[src/rtl/sar_adc_ctrl.sv]
// Sequencer for the successive-approximation ADC: sample phase, one binary-search trial per clock, result strobe.
// Define SAR_ADC_CTRL_GO_SYNC_EN to pass `go` through a two-flop synchronizer before edge detection.
module sar_adc_ctrl #(
  parameter int NBITS         = 5,
  parameter int SAMPLE_CYCLES = 2
) (
  input  logic             clk,
  input  logic             rst_n,
  input  logic             go,
  input  logic             cont,
  input  logic             cmp,
  output logic             sample,
  output logic [NBITS-1:0] dac_code,
  output logic [NBITS-1:0] result,
  output logic             valid,
  output logic             busy
);

  localparam int               IDX_W    = (NBITS > 1) ? $clog2(NBITS) : 1;
  localparam logic [1:0]       S_IDLE   = 2'd0;
  localparam logic [1:0]       S_SAMPLE = 2'd1;
  localparam logic [1:0]       S_CONV   = 2'd2;
  localparam logic [1:0]       S_DONE   = 2'd3;
  localparam logic [3:0]       CNT_LOAD = 4'(SAMPLE_CYCLES - 1);
  localparam logic [IDX_W-1:0] IDX_TOP  = IDX_W'(NBITS - 1);
  localparam logic [NBITS-1:0] MSB_CODE = NBITS'(1) << (NBITS - 1);

  logic [1:0]       state_q, state_d;
  logic [3:0]       cnt_q, cnt_d;
  logic [IDX_W-1:0] idx_q, idx_d;
  logic [NBITS-1:0] code_q, code_d;
  logic [NBITS-1:0] result_q, result_d;
  logic             go_prev_q;
  logic             go_s;
  logic             go_rise;
  logic [NBITS-1:0] trial_bit;
  logic [NBITS-1:0] next_bit;
  logic [NBITS-1:0] decided;

`ifdef SAR_ADC_CTRL_GO_SYNC_EN
  logic [1:0] go_sync_q;

  always_ff @(posedge clk or negedge rst_n) begin
    if (!rst_n) go_sync_q <= '0;
    else        go_sync_q <= {go_sync_q[0], go};
  end

  assign go_s = go_sync_q[1];
`else
  assign go_s = go;
`endif

  assign go_rise   = go_s & ~go_prev_q;
  assign trial_bit = NBITS'(1) << idx_q;
  assign next_bit  = trial_bit >> 1;
  // Bits below the trial bit are always 0, so clearing the trial bit is the whole reject case.
  assign decided   = cmp ? code_q : (code_q & ~trial_bit);

  always_comb begin
    state_d  = state_q;
    cnt_d    = cnt_q;
    idx_d    = idx_q;
    code_d   = code_q;
    result_d = result_q;
    case (state_q)
      S_IDLE: begin
        code_d = '0;
        if (go_rise) begin
          cnt_d   = CNT_LOAD;
          state_d = S_SAMPLE;
        end
      end
      S_SAMPLE: begin
        if (cnt_q == 4'd0) begin
          state_d = S_CONV;
          idx_d   = IDX_TOP;
          code_d  = MSB_CODE;
        end else begin
          cnt_d = cnt_q - 4'd1;
        end
      end
      S_CONV: begin
        if (idx_q != '0) begin
          code_d = decided | next_bit;
          idx_d  = idx_q - IDX_W'(1);
        end else begin
          result_d = decided;
          code_d   = '0;
          state_d  = S_DONE;
        end
      end
      S_DONE: begin
        code_d = '0;
        if (cont) begin
          cnt_d   = CNT_LOAD;
          state_d = S_SAMPLE;
        end else begin
          state_d = S_IDLE;
        end
      end
      default: state_d = S_IDLE;
    endcase
  end

  always_ff @(posedge clk or negedge rst_n) begin
    if (!rst_n) begin
      state_q   <= S_IDLE;
      cnt_q     <= '0;
      idx_q     <= '0;
      code_q    <= '0;
      result_q  <= '0;
      go_prev_q <= 1'b0;
    end else begin
      state_q   <= state_d;
      cnt_q     <= cnt_d;
      idx_q     <= idx_d;
      code_q    <= code_d;
      result_q  <= result_d;
      go_prev_q <= go_s;
    end
  end

  assign sample   = (state_q == S_SAMPLE);
  assign valid    = (state_q == S_DONE);
  assign busy     = (state_q != S_IDLE);
  assign dac_code = code_q;
  assign result   = result_q;

endmodule

[config.mk]
export PLATFORM = sky130hd
export DESIGN_NAME = sar_adc_ctrl
export DESIGN_NICKNAME = d
export VERILOG_FILES = /design/src/rtl/sar_adc_ctrl.sv
export SDC_FILE = /design/constraint.sdc
export NUM_CORES = 1
export LEC_CHECK = 0
export CORE_MARGIN = 10
export CORE_UTILIZATION = 48
export CTS_CLUSTER_SIZE = 40
export DETAILED_ROUTE_END_ITERATION = 7
export PLACE_DENSITY = 0.85
export SETUP_SLACK_MARGIN = 0.3
export SLEW_MARGIN = 20
export SYNTH_ARGS = -nofsm -noshare
export SYNTH_HDL_FRONTEND = slang
export SYNTH_SLANG_ARGS = --single-unit
[constraint.sdc]
create_clock -name clk -period 2.3 [get_ports clk]
set_input_delay 0.46 -clock clk [delete_from_list [all_inputs] [get_ports clk]]
set_output_delay 0.46 -clock clk [all_outputs]
set_load 0.05 [all_outputs]
==> results of run 1 <==
==> repair_timing <==
action                                 CTS  global route
endpoints found under the hold margin    0             0
setup endpoints to repair                3            10
pin swaps                                1             0
gates resized for setup                  2            10
buffers inserted                         1             0
==> per-stage QoR <==
step           utilization  hold slack, ns  instances
6_report            0.6352          0.4794        167
5_1_grt             0.6352          0.4930        167
4_1_cts             0.6233          0.4933        167
3_5_place_dp        0.6046          0.4722        162
3_3_place_gp        0.6046          0.4629        162
2_1_floorplan            -          0.1644        117
==> sequential cells by signal, indices dropped and copies added, names as in the netlist <==
| signal | cells |
|---|---|
| dac_code | 5 |
| state_q | 2 |
| idx_q | 3 |
| go_prev_q | 1 |
| result | 5 |
| cnt_q | 4 |
==> per-layer routing <==
layer | wire length, µm | GRT usage
met4 | 50 | 0.06281
met1 | 1052 | 0.1348
met3 | 150 | 0.03263
met5 | 0 | 0
met2 | 1204 | 0.1751
==> kinds of logic (layout without fill, tap and decap cells) <==
| group | Yosys count | in the layout | share of synthesized area |
|---|---|---|---|
| AO/OA/AOI/OAI | 36 | 36 | 0.2116 |
| AND/OR/NAND/NOR | 34 | 34 | 0.1548 |
| multiplexers | 2 | 2 | 0.01893 |
| adder cells (fa/ha/maj) | 11 | 11 | 0.1225 |
| flip-flops | 20 | 20 | 0.4454 |
| buffers and inverters | 14 | 36 | 0.04677 |
==> final timing paths <==
check	endpoint	slack (ns)	depth (start not counted)
max	result[3]	0.37	1
min	result[4]	0.48	2
max reg2reg	state_q[1]	0.44	7
min reg2reg	result[0]	0.49	2
max in group asynchronous	idx_q[2]	1.61	2
min in group clk	result[0]	0.49	2
==> placed cells by master, fill, tap and decap left out, drive strengths merged <==
cell type | synthesis | final
dfrtp | 20 | 20
nand2 | 16 | 16
o21ai | 15 | 15
inv | 11 | 11
ha | 11 | 11
dlymetal6s2s | 0 | 7
clkdlybuf4s50 | 0 | 6
buf | 0 | 6
nand2b | 5 | 5
clkbuf | 3 | 4
a22o | 3 | 3
nand3 | 3 | 3
a21o | 3 | 3
a21oi | 3 | 3
or3 | 2 | 2
nor2b | 2 | 2
a211oi | 2 | 2
a22oi | 2 | 2
o31ai | 2 | 2
or3b | 2 | 2
a222oi | 1 | 1
a221o | 1 | 1
and2 | 1 | 1
nor3b | 1 | 1
mux2i | 1 | 1
a32oi | 1 | 1
a21boi | 1 | 1
mux2 | 1 | 1
nand3b | 1 | 1
nor2 | 1 | 1
a21bo | 1 | 1
o211ai | 1 | 1
clkdlybuf4s15 | 0 | 1
dlygate4sd2 | 0 | 1
==> worst reg2reg max path: cells and delay by family, from the launching register on <==
family / cells / cell delay (ns)
AO/OA/AOI/OAI: 2 / 0.46
buffers and inverters: 2 / 0.28
flip-flops: 1 / 0.43
AND/OR/NAND/NOR: 2 / 0.44
adder cells (fa/ha/maj): 1 / 0.17
==> power groups by stage <==
stage / logic [µW] / clock network (µW) / registers, µW
floorplan: 746 / 0 / 765
global placement: 1230 / 0 / 588
detailed placement: 1290 / 0 / 599
CTS: 1310 / 212 / 589
global route: 1440 / 231 / 614
finish: 1320 / 213 / 588
==> Yosys cell counts (3+ instances only) <==
cell / number
dfrtp_1: 20
ha_1: 11
nand2b_1: 5
nand3_1: 3
a21o_1: 3
clkbuf_1: 3
nand2_1: 16
a21oi_1: 3
a22o_1: 3
inv_1: 11
o21ai_0: 14
==> final cells by class <==
cell class	count	area (µm²)	share of cell area
multi-input cells	83	580.6	0.4132
flip-flops and latches	20	500.5	0.3562
repair buffers	21	211.5	0.1505
inverters	11	41.29	0.02939
clock buffers	4	36.28	0.02582
well taps	28	35.03	0.02493
==> results.sh, run 1 <==
export IMPL_cp_top_family="buffers and inverters"
export IMPL_synth_top_area_frac=0.4454
export IMPL_netlist_top_cells_area="dfrtp_1 (45%), ha_1 (12%), o21ai_0 (6.2%), nand2_1 (5.3%), inv_1 (3.7%)"
export IMPL_grt_pass1_vias=911
export IMPL_post_synth_cell_area_avg_um2=9.603
export IMPL_rsz0062_at_grt="no"
export IMPL_wl_per_cell_um=14.72
export IMPL_start_util=0.5079
export IMPL_grt_ovfl_total=0
export IMPL_hp_class="in -> async"
export IMPL_drt_iter0_markers=22
export IMPL_clk_latency_ns=0.31
export IMPL_slew_viol_final=0
export IMPL_numCtsBuffers=3
export IMPL_num_nets_final=156
export IMPL_io_pins=18
export IMPL_seqPwrFrac=0.277
export IMPL_clockBufferDepth=2
export IMPL_design_area_mm2=0.001405
export IMPL_area_growth_pct=25.06
export IMPL_fin_tns_setup_ns=0
export IMPL_syn_nets=133
export IMPL_dr_pass1_iters=4
export IMPL_cp_num_buf_inv=1
export IMPL_power_density_mw_per_mm2=1513
export IMPL_cts_hold_buf=0
export IMPL_clock_skew_ns=0.004953
export IMPL_rows=17
export IMPL_vias=922
export IMPL_critPathKind="reg -> out"
export IMPL_synth_seq_cells=20
export IMPL_switching_share=0.4909
export IMPL_start_kind="register"
export IMPL_async_flop_share=1.000
export IMPL_p_switching_uw=1044
export IMPL_die_height_um=68.38
export IMPL_r2r_start="cnt_q[1]"
export IMPL_synth_area_mm2=0.001124
export IMPL_maxSlewHeadroom=0.6502
export IMPL_io_buffers=17
export IMPL_grt_use_total=0.1122
export IMPL_path_max_fanout=2
export IMPL_core_area_mm2=0.002212
export IMPL_status="complete, no violations"
export IMPL_cts_sinks=20
export IMPL_synthDistinctLibCells=31
export IMPL_fin_crit_sh=0.8392
export IMPL_cap_violations=0
export IMPL_cts_tree="built"
export IMPL_ys_seq_area_frac=0.4454
export IMPL_ant_nets=0
export IMPL_place_ws_ns=0.1980
export IMPL_diodes=0
export IMPL_post_dp_cell_area_mm2=0.001338
export IMPL_drive_above_1_share=0.1151
export IMPL_cts_max_level=1
export IMPL_clkSlewWorstSetupHoldPaths_ns=0.12
export IMPL_die_area_mm2=0.004676
export IMPL_p_leak_uw=0.0007606
export IMPL_viasPerCell=5.521
export IMPL_dieWidth_um=68.38
export IMPL_slowest_stage="clkdlybuf4s50_1"
export IMPL_crit_required_ns=1.84
export IMPL_setup_viol=0
export IMPL_fin_crit_ns=1.930
export IMPL_total_power_uw=2126
export IMPL_critPathLaunch="result[3]"
export IMPL_synth_flop_cell="dfrtp_1"
export IMPL_end_kind="primary output"
export IMPL_grt_max_degree=21
export IMPL_synth_top_area_cell="dfrtp_1"
export IMPL_syn_inst=117
export IMPL_crit_arrival_ns=1.47
export IMPL_synth_edf_count=0
export IMPL_worst_pin_slew_ns=0.5238
export IMPL_setup_ws_ns=0.3698
export IMPL_p_clk_frac=0.100
export IMPL_dp_hpwl_mm=1.852
export IMPL_fmax_mhz=518.1
export IMPL_grt_pass1_wl_mm=4.071
export IMPL_yosysWarnings=0
export IMPL_worstPathCellList="clkdlybuf4s50_1"
export IMPL_peakVddDrop_mv=1.133
export IMPL_antenna_found_initial=0
export IMPL_routabilityCongestion=0.8008
export IMPL_drc=0
export IMPL_intPower_uw=1083
export IMPL_hold_violations=0
export IMPL_root_buffer="clkbuf_4"
export IMPL_power_frac_comb=0.623
export IMPL_n_fill_cell=173
export IMPL_slowest_delay_ns=0.80
export IMPL_wl_mm=2.458
Power figures use the tool's default switching activity.
==> run 2: changes to the inputs <==
==> constraint.sdc (replaced) <==
create_clock -name clk -period 1.8 [get_ports clk]
set_input_delay 0.36 -clock clk [delete_from_list [all_inputs] [get_ports clk]]
set_output_delay 0.36 -clock clk [all_outputs]
set_load 0.05 [all_outputs]
==> results.sh, run 2 (same netlist as run 1, synthesis figures left out) <==
export IMPL_viasPerCell=5.768
export IMPL_die_height_um=68.38
export IMPL_route_met3_wl_um=263
export IMPL_violations="setup timing"
export IMPL_drt_iter0_markers=47
export IMPL_cts_tree="built"
export IMPL_n_fill_cell=123
export IMPL_root_buffer="clkbuf_4"
export IMPL_route_layer_met1_wl_mm=1.418
export IMPL_area_growth_pct=60.36
export IMPL_setup_ws_ns=-0.1496
export IMPL_rows=17
export IMPL_io_pins=18
export IMPL_grt_use_total=0.1353
export IMPL_setup_viol=2
export IMPL_clkSlewWorstSetupHoldPaths_ns=0.14
export IMPL_layout_common_cells="buf_4 (29), dfrtp_1 (18), nand2_1 (13)"
export IMPL_cts_max_level=1
export IMPL_cap_violations=0
export IMPL_drive_above_1_share=0.4691
export IMPL_place_ws_ns=-0.1560
export IMPL_clockBufferDepth=2
export IMPL_dr_pass1_iters=4
export IMPL_path_max_fanout=3
export IMPL_wl_per_cell_um=19.05
export IMPL_vias=1096
export IMPL_grt_max_degree=21
export IMPL_crit_arrival_ns=2.17
export IMPL_fin_crit_ns=1.950
export IMPL_regArea_um2=503.0
export IMPL_slew_viol_final=0
export IMPL_critPathKind="reg -> reg"
export IMPL_dieWidth_um=68.38
export IMPL_start_kind="register"
export IMPL_hp_class="in -> async"
export IMPL_fmax_mhz=512.9
export IMPL_cts_hold_buf=0
export IMPL_routabilityCongestion=0.8157
export IMPL_fin_crit_sh=1.083
export IMPL_crit_required_ns=2.02
export IMPL_grt_pass1_wl_mm=4.912
export IMPL_hold_violations=0
export IMPL_met2WireLength_mm=1.814
export IMPL_io_buffers=17
export IMPL_num_nets_final=179
export IMPL_grt_ovfl_total=0
export IMPL_rsz0062_at_grt="yes"
export IMPL_core_area_mm2=0.002212
export IMPL_diodes=0
export IMPL_ant_nets=0
export IMPL_die_area_mm2=0.004676
export IMPL_top_layer="met4"
export IMPL_end_kind="register"
export IMPL_multiInputGateArea_um2=750.7
export IMPL_status="finished with violations"
export IMPL_numCtsBuffers=3
export IMPL_grt_pass1_vias=1087
export IMPL_start_util=0.5079
export IMPL_drc=0
export IMPL_clock_skew_ns=0.01617
export IMPL_wl_mm=3.619
export IMPL_dp_hpwl_mm=2.086
export IMPL_clk_latency_ns=0.32
export IMPL_maxSlewHeadroom=0.6962
export IMPL_cts_sinks=20
export IMPL_layout_commonest_cell="buf_4"
export IMPL_antenna_found_initial=0
export IMPL_worst_pin_slew_ns=0.4556
==> run 2: cell count changes in the layout (fill, tap and decap cells not counted), moves of 5 or more <==
cell / change
o21ai_0: -8
inv_1: -5
ha_4: +6
buf_6: +7
dlymetal6s2s_1: -7
o21ai_2: +5
buf_4: +23
==> run 2: final timing paths <==
path / startpoint / end / slack [ns] / cells after the start
min in group clk: result[3] / result[3] / 0.50 / 2
max: cnt_q[0] / state_q[0] / -0.15 / 6
min reg2reg: result[3] / result[3] / 0.50 / 2
min: rst_n / dac_code[2] / 0.37 / 2
max reg2reg: cnt_q[0] / state_q[0] / -0.15 / 6
max in group asynchronous: rst_n / state_q[0] / 1.18 / 2
==> run 2: layout make-up <==
cell class,instances,area share
Tap cell,28,0.01944
Timing Repair Buffer,44,0.2312
Inverter,11,0.02431
Sequential cell,20,0.2792
Clock buffer,3,0.01250
Multi-Input combinational cell,83,0.4167
Clock inverter,1,0.01667
==> run 2: metal layers <==
| layer | vias up | global-route usage |
|---|---|---|
| met3 | 14 | 0.04241 |
| met4 | 0 | 0.05779 |
| li1 | 498 | - |
| met1 | 535 | 0.1439 |
| met5 | - | 0 |
| met2 | 49 | 0.2396 |
==> run 2: critical path, cell delays in order (launching register included) <==
cell      delay (ns)
dfrtp_1         0.42
inv_2           0.09
ha_4            0.14
or3b_4          0.38
a222oi_1        0.47
o21ai_1         0.16
a22oi_1         0.21
==> run 2: repair_timing <==
item                       CTS  global route
resized for setup           24            23
pin swaps                   10             9
setup endpoints to repair   18            21
buffers inserted             8             7
==> run 2: metrics by stage <==
stage / instance area (µm²) / std cells / util / hold WS (ns) / setup TNS [ns]
3_3_place_gp: 1449 / 171 / 0.6550 / 0.4627 / -0.1090
2_1_floorplan: 1164 / 117 / - / 0.06441 / 0
5_1_grt: 1802 / 190 / 0.8145 / 0.3875 / -0.4834
6_report: 1802 / 190 / 0.8145 / 0.3655 / -0.2295
4_1_cts: 1659 / 183 / 0.7500 / 0.3820 / -0.0001130
3_5_place_dp: 1449 / 171 / 0.6550 / 0.4715 / -0.2668
Power of run 2 is not shown: default switching activity piles up to over one toggle a cycle in this logic, so the estimate is an artifact.
==> run 3: changes to the inputs <==
--- a/config.mk
+++ b/config.mk
@@ -6,10 +6,10 @@
 export NUM_CORES = 1
 export LEC_CHECK = 0
 export CORE_MARGIN = 10
-export CORE_UTILIZATION = 48
+export CORE_UTILIZATION = 30
 export CTS_CLUSTER_SIZE = 40
 export DETAILED_ROUTE_END_ITERATION = 7
-export PLACE_DENSITY = 0.85
+export PLACE_DENSITY = 0.62
 export SETUP_SLACK_MARGIN = 0.3
 export SLEW_MARGIN = 20
 export SYNTH_ARGS = -nofsm -noshare
==> results.sh, run 3 (same netlist as run 1, synthesis figures left out) <==
export IMPL_status="finished with violations"
export IMPL_violations="setup timing"
export IMPL_io_buffers=17
export IMPL_ant_nets=0
export IMPL_rsz0062_at_grt="yes"
export IMPL_start_util=0.3092
export IMPL_viasPerCell=4.826
export IMPL_dp_hpwl_mm=2.001
export IMPL_peakVddDrop_mv=0.7156
export IMPL_grt_pass1_wl_mm=5.030
export IMPL_cts_sinks=20
export IMPL_area_growth_pct=56.01
export IMPL_clock_skew_ns=0.003350
export IMPL_clockBufferDepth=2
export IMPL_switching_share=0.4378
export IMPL_crit_required_ns=1.98
export IMPL_grt_use_total=0.09801
export IMPL_start_kind="register"
export IMPL_cts_tree="built"
export IMPL_worst_pin_slew_ns=0.3766
export IMPL_cts_max_level=1
export IMPL_clkSlewWorstSetupHoldPaths_ns=0.08
export IMPL_antenna_found_initial=0
export IMPL_wl_mm=2.969
export IMPL_dieWidth_um=81.20
export IMPL_p_leak_uw=0.0007991
export IMPL_setup_viol=1
export IMPL_path_max_fanout=3
export IMPL_fin_crit_ns=1.802
export IMPL_power_frac_comb=0.675
export IMPL_root_buffer="clkbuf_8"
export IMPL_n_fill_cell=337
export IMPL_seqPwrFrac=0.204
export IMPL_p_switching_uw=1656
export IMPL_die_height_um=81.20
export IMPL_power_density_mw_per_mm2=2158
export IMPL_drt_iter0_markers=100
export IMPL_layout_commonest_cell="buf_4"
export IMPL_maxSlewHeadroom=0.7489
export IMPL_rows=22
export IMPL_slew_viol_final=0
export IMPL_numCtsBuffers=3
export IMPL_drc=0
export IMPL_cap_violations=0
export IMPL_vias=999
export IMPL_grt_pass1_vias=1073
export IMPL_hold_violations=0
export IMPL_hp_class="in -> async"
export IMPL_grt_max_degree=21
export IMPL_setup_ws_ns=-0.001552
export IMPL_crit_arrival_ns=1.98
export IMPL_num_nets_final=176
export IMPL_grt_ovfl_total=0
export IMPL_wl_per_cell_um=14.34
export IMPL_dr_pass1_iters=4
export IMPL_routabilityCongestion=0.8221
export IMPL_layout_common_cells="buf_4 (30), dfrtp_1 (18), nand2_1 (14)"
export IMPL_io_pins=18
export IMPL_fmax_mhz=555.1
export IMPL_critPathKind="reg -> reg"
export IMPL_clk_latency_ns=0.26
export IMPL_fin_crit_sh=1.001
export IMPL_drive_above_1_share=0.4214
export IMPL_total_power_uw=3782
export IMPL_die_area_mm2=0.006593
export IMPL_core_area_mm2=0.003633
export IMPL_intPower_uw=2126
export IMPL_p_clk_frac=0.121
export IMPL_end_kind="register"
export IMPL_fin_worst_hold_slack_ns=0.4279
export IMPL_diodes=0
export IMPL_ff2ff_path_depth=6
run 3: worst paths after layout:
path | startpoint | end | slack (ns)
worst min register to register | result[3] | result[3] | 0.49
worst max register to register | cnt_q[1] | state_q[0] | -0.002
max in group asynchronous | rst_n | state_q[1] | 1.13
min in group clk | result[3] | result[3] | 0.49
worst max-delay path | cnt_q[1] | state_q[0] | -0.002
worst min-delay path | rst_n | go_prev_q | 0.43
run 3: per-layer routing:
layer  up-vias  part of all wire  routed length (µm)  GRT usage
met5         -                 0                   0          0
li1        496                 -                   -          -
met1       483              0.40                1202     0.1040
met2        12              0.54                1592     0.1736
met3         8             0.022                  66    0.01435
met4         0             0.037                 109    0.07093
run 3: timing repair:
item / in CTS / in global routing
buffers inserted: 11 / 3
hold endpoints to repair: 0 / 0
endpoints found under the setup margin: 20 / 17
pin swaps: 11 / 5
hold buffers: 0 / 0
resized for setup: 24 / 8
run 3: worst max-delay path: stages (launching register included):
cell and delay (ns):
dfrtp_1 0.40, inv_2 0.08, ha_4 0.14, or3b_4 0.37, a222oi_1 0.40, o21ai_1 0.13
a22oi_1 0.20
run 3: area by class of cell:
| class | count | area, µm² | share of cell area |
|---|---|---|---|
| tap | 48 | 60.06 | 0.03426 |
| inverter | 11 | 48.80 | 0.02784 |
| timing repair buffer | 41 | 370.4 | 0.2113 |
| clock buffer | 3 | 41.29 | 0.02355 |
| sequential | 20 | 503.0 | 0.2869 |
| clock inverter | 1 | 30.03 | 0.01713 |
| multi-input combinational | 83 | 699.4 | 0.3990 |
run 3: power groups by stage:
stage          clock network, µW  logic [µW]  registers [µW]
2_1_floorplan                  0        1040             999
3_3_place_gp                   0        1870             766
3_5_place_dp                   0        1920             780
4_1_cts                      470        2340             761
5_1_grt                      498        2740             790
6_report                     458        2550             772
run 3: per-stage QoR:
stage                 util  area (µm²)  std cells   TNS (ns)  worst slack, ns
CTS                 0.4669        1697        204          0          0.02440
detailed placement  0.4015        1459        189    -0.2822          -0.1558
finish              0.4824        1753        207  -0.001552        -0.001552
floorplan                -        1164        117          0          0.03966
global route        0.4824        1753        207    -0.2269          -0.1244
global placement    0.4015        1459        189    -0.1148          -0.1043
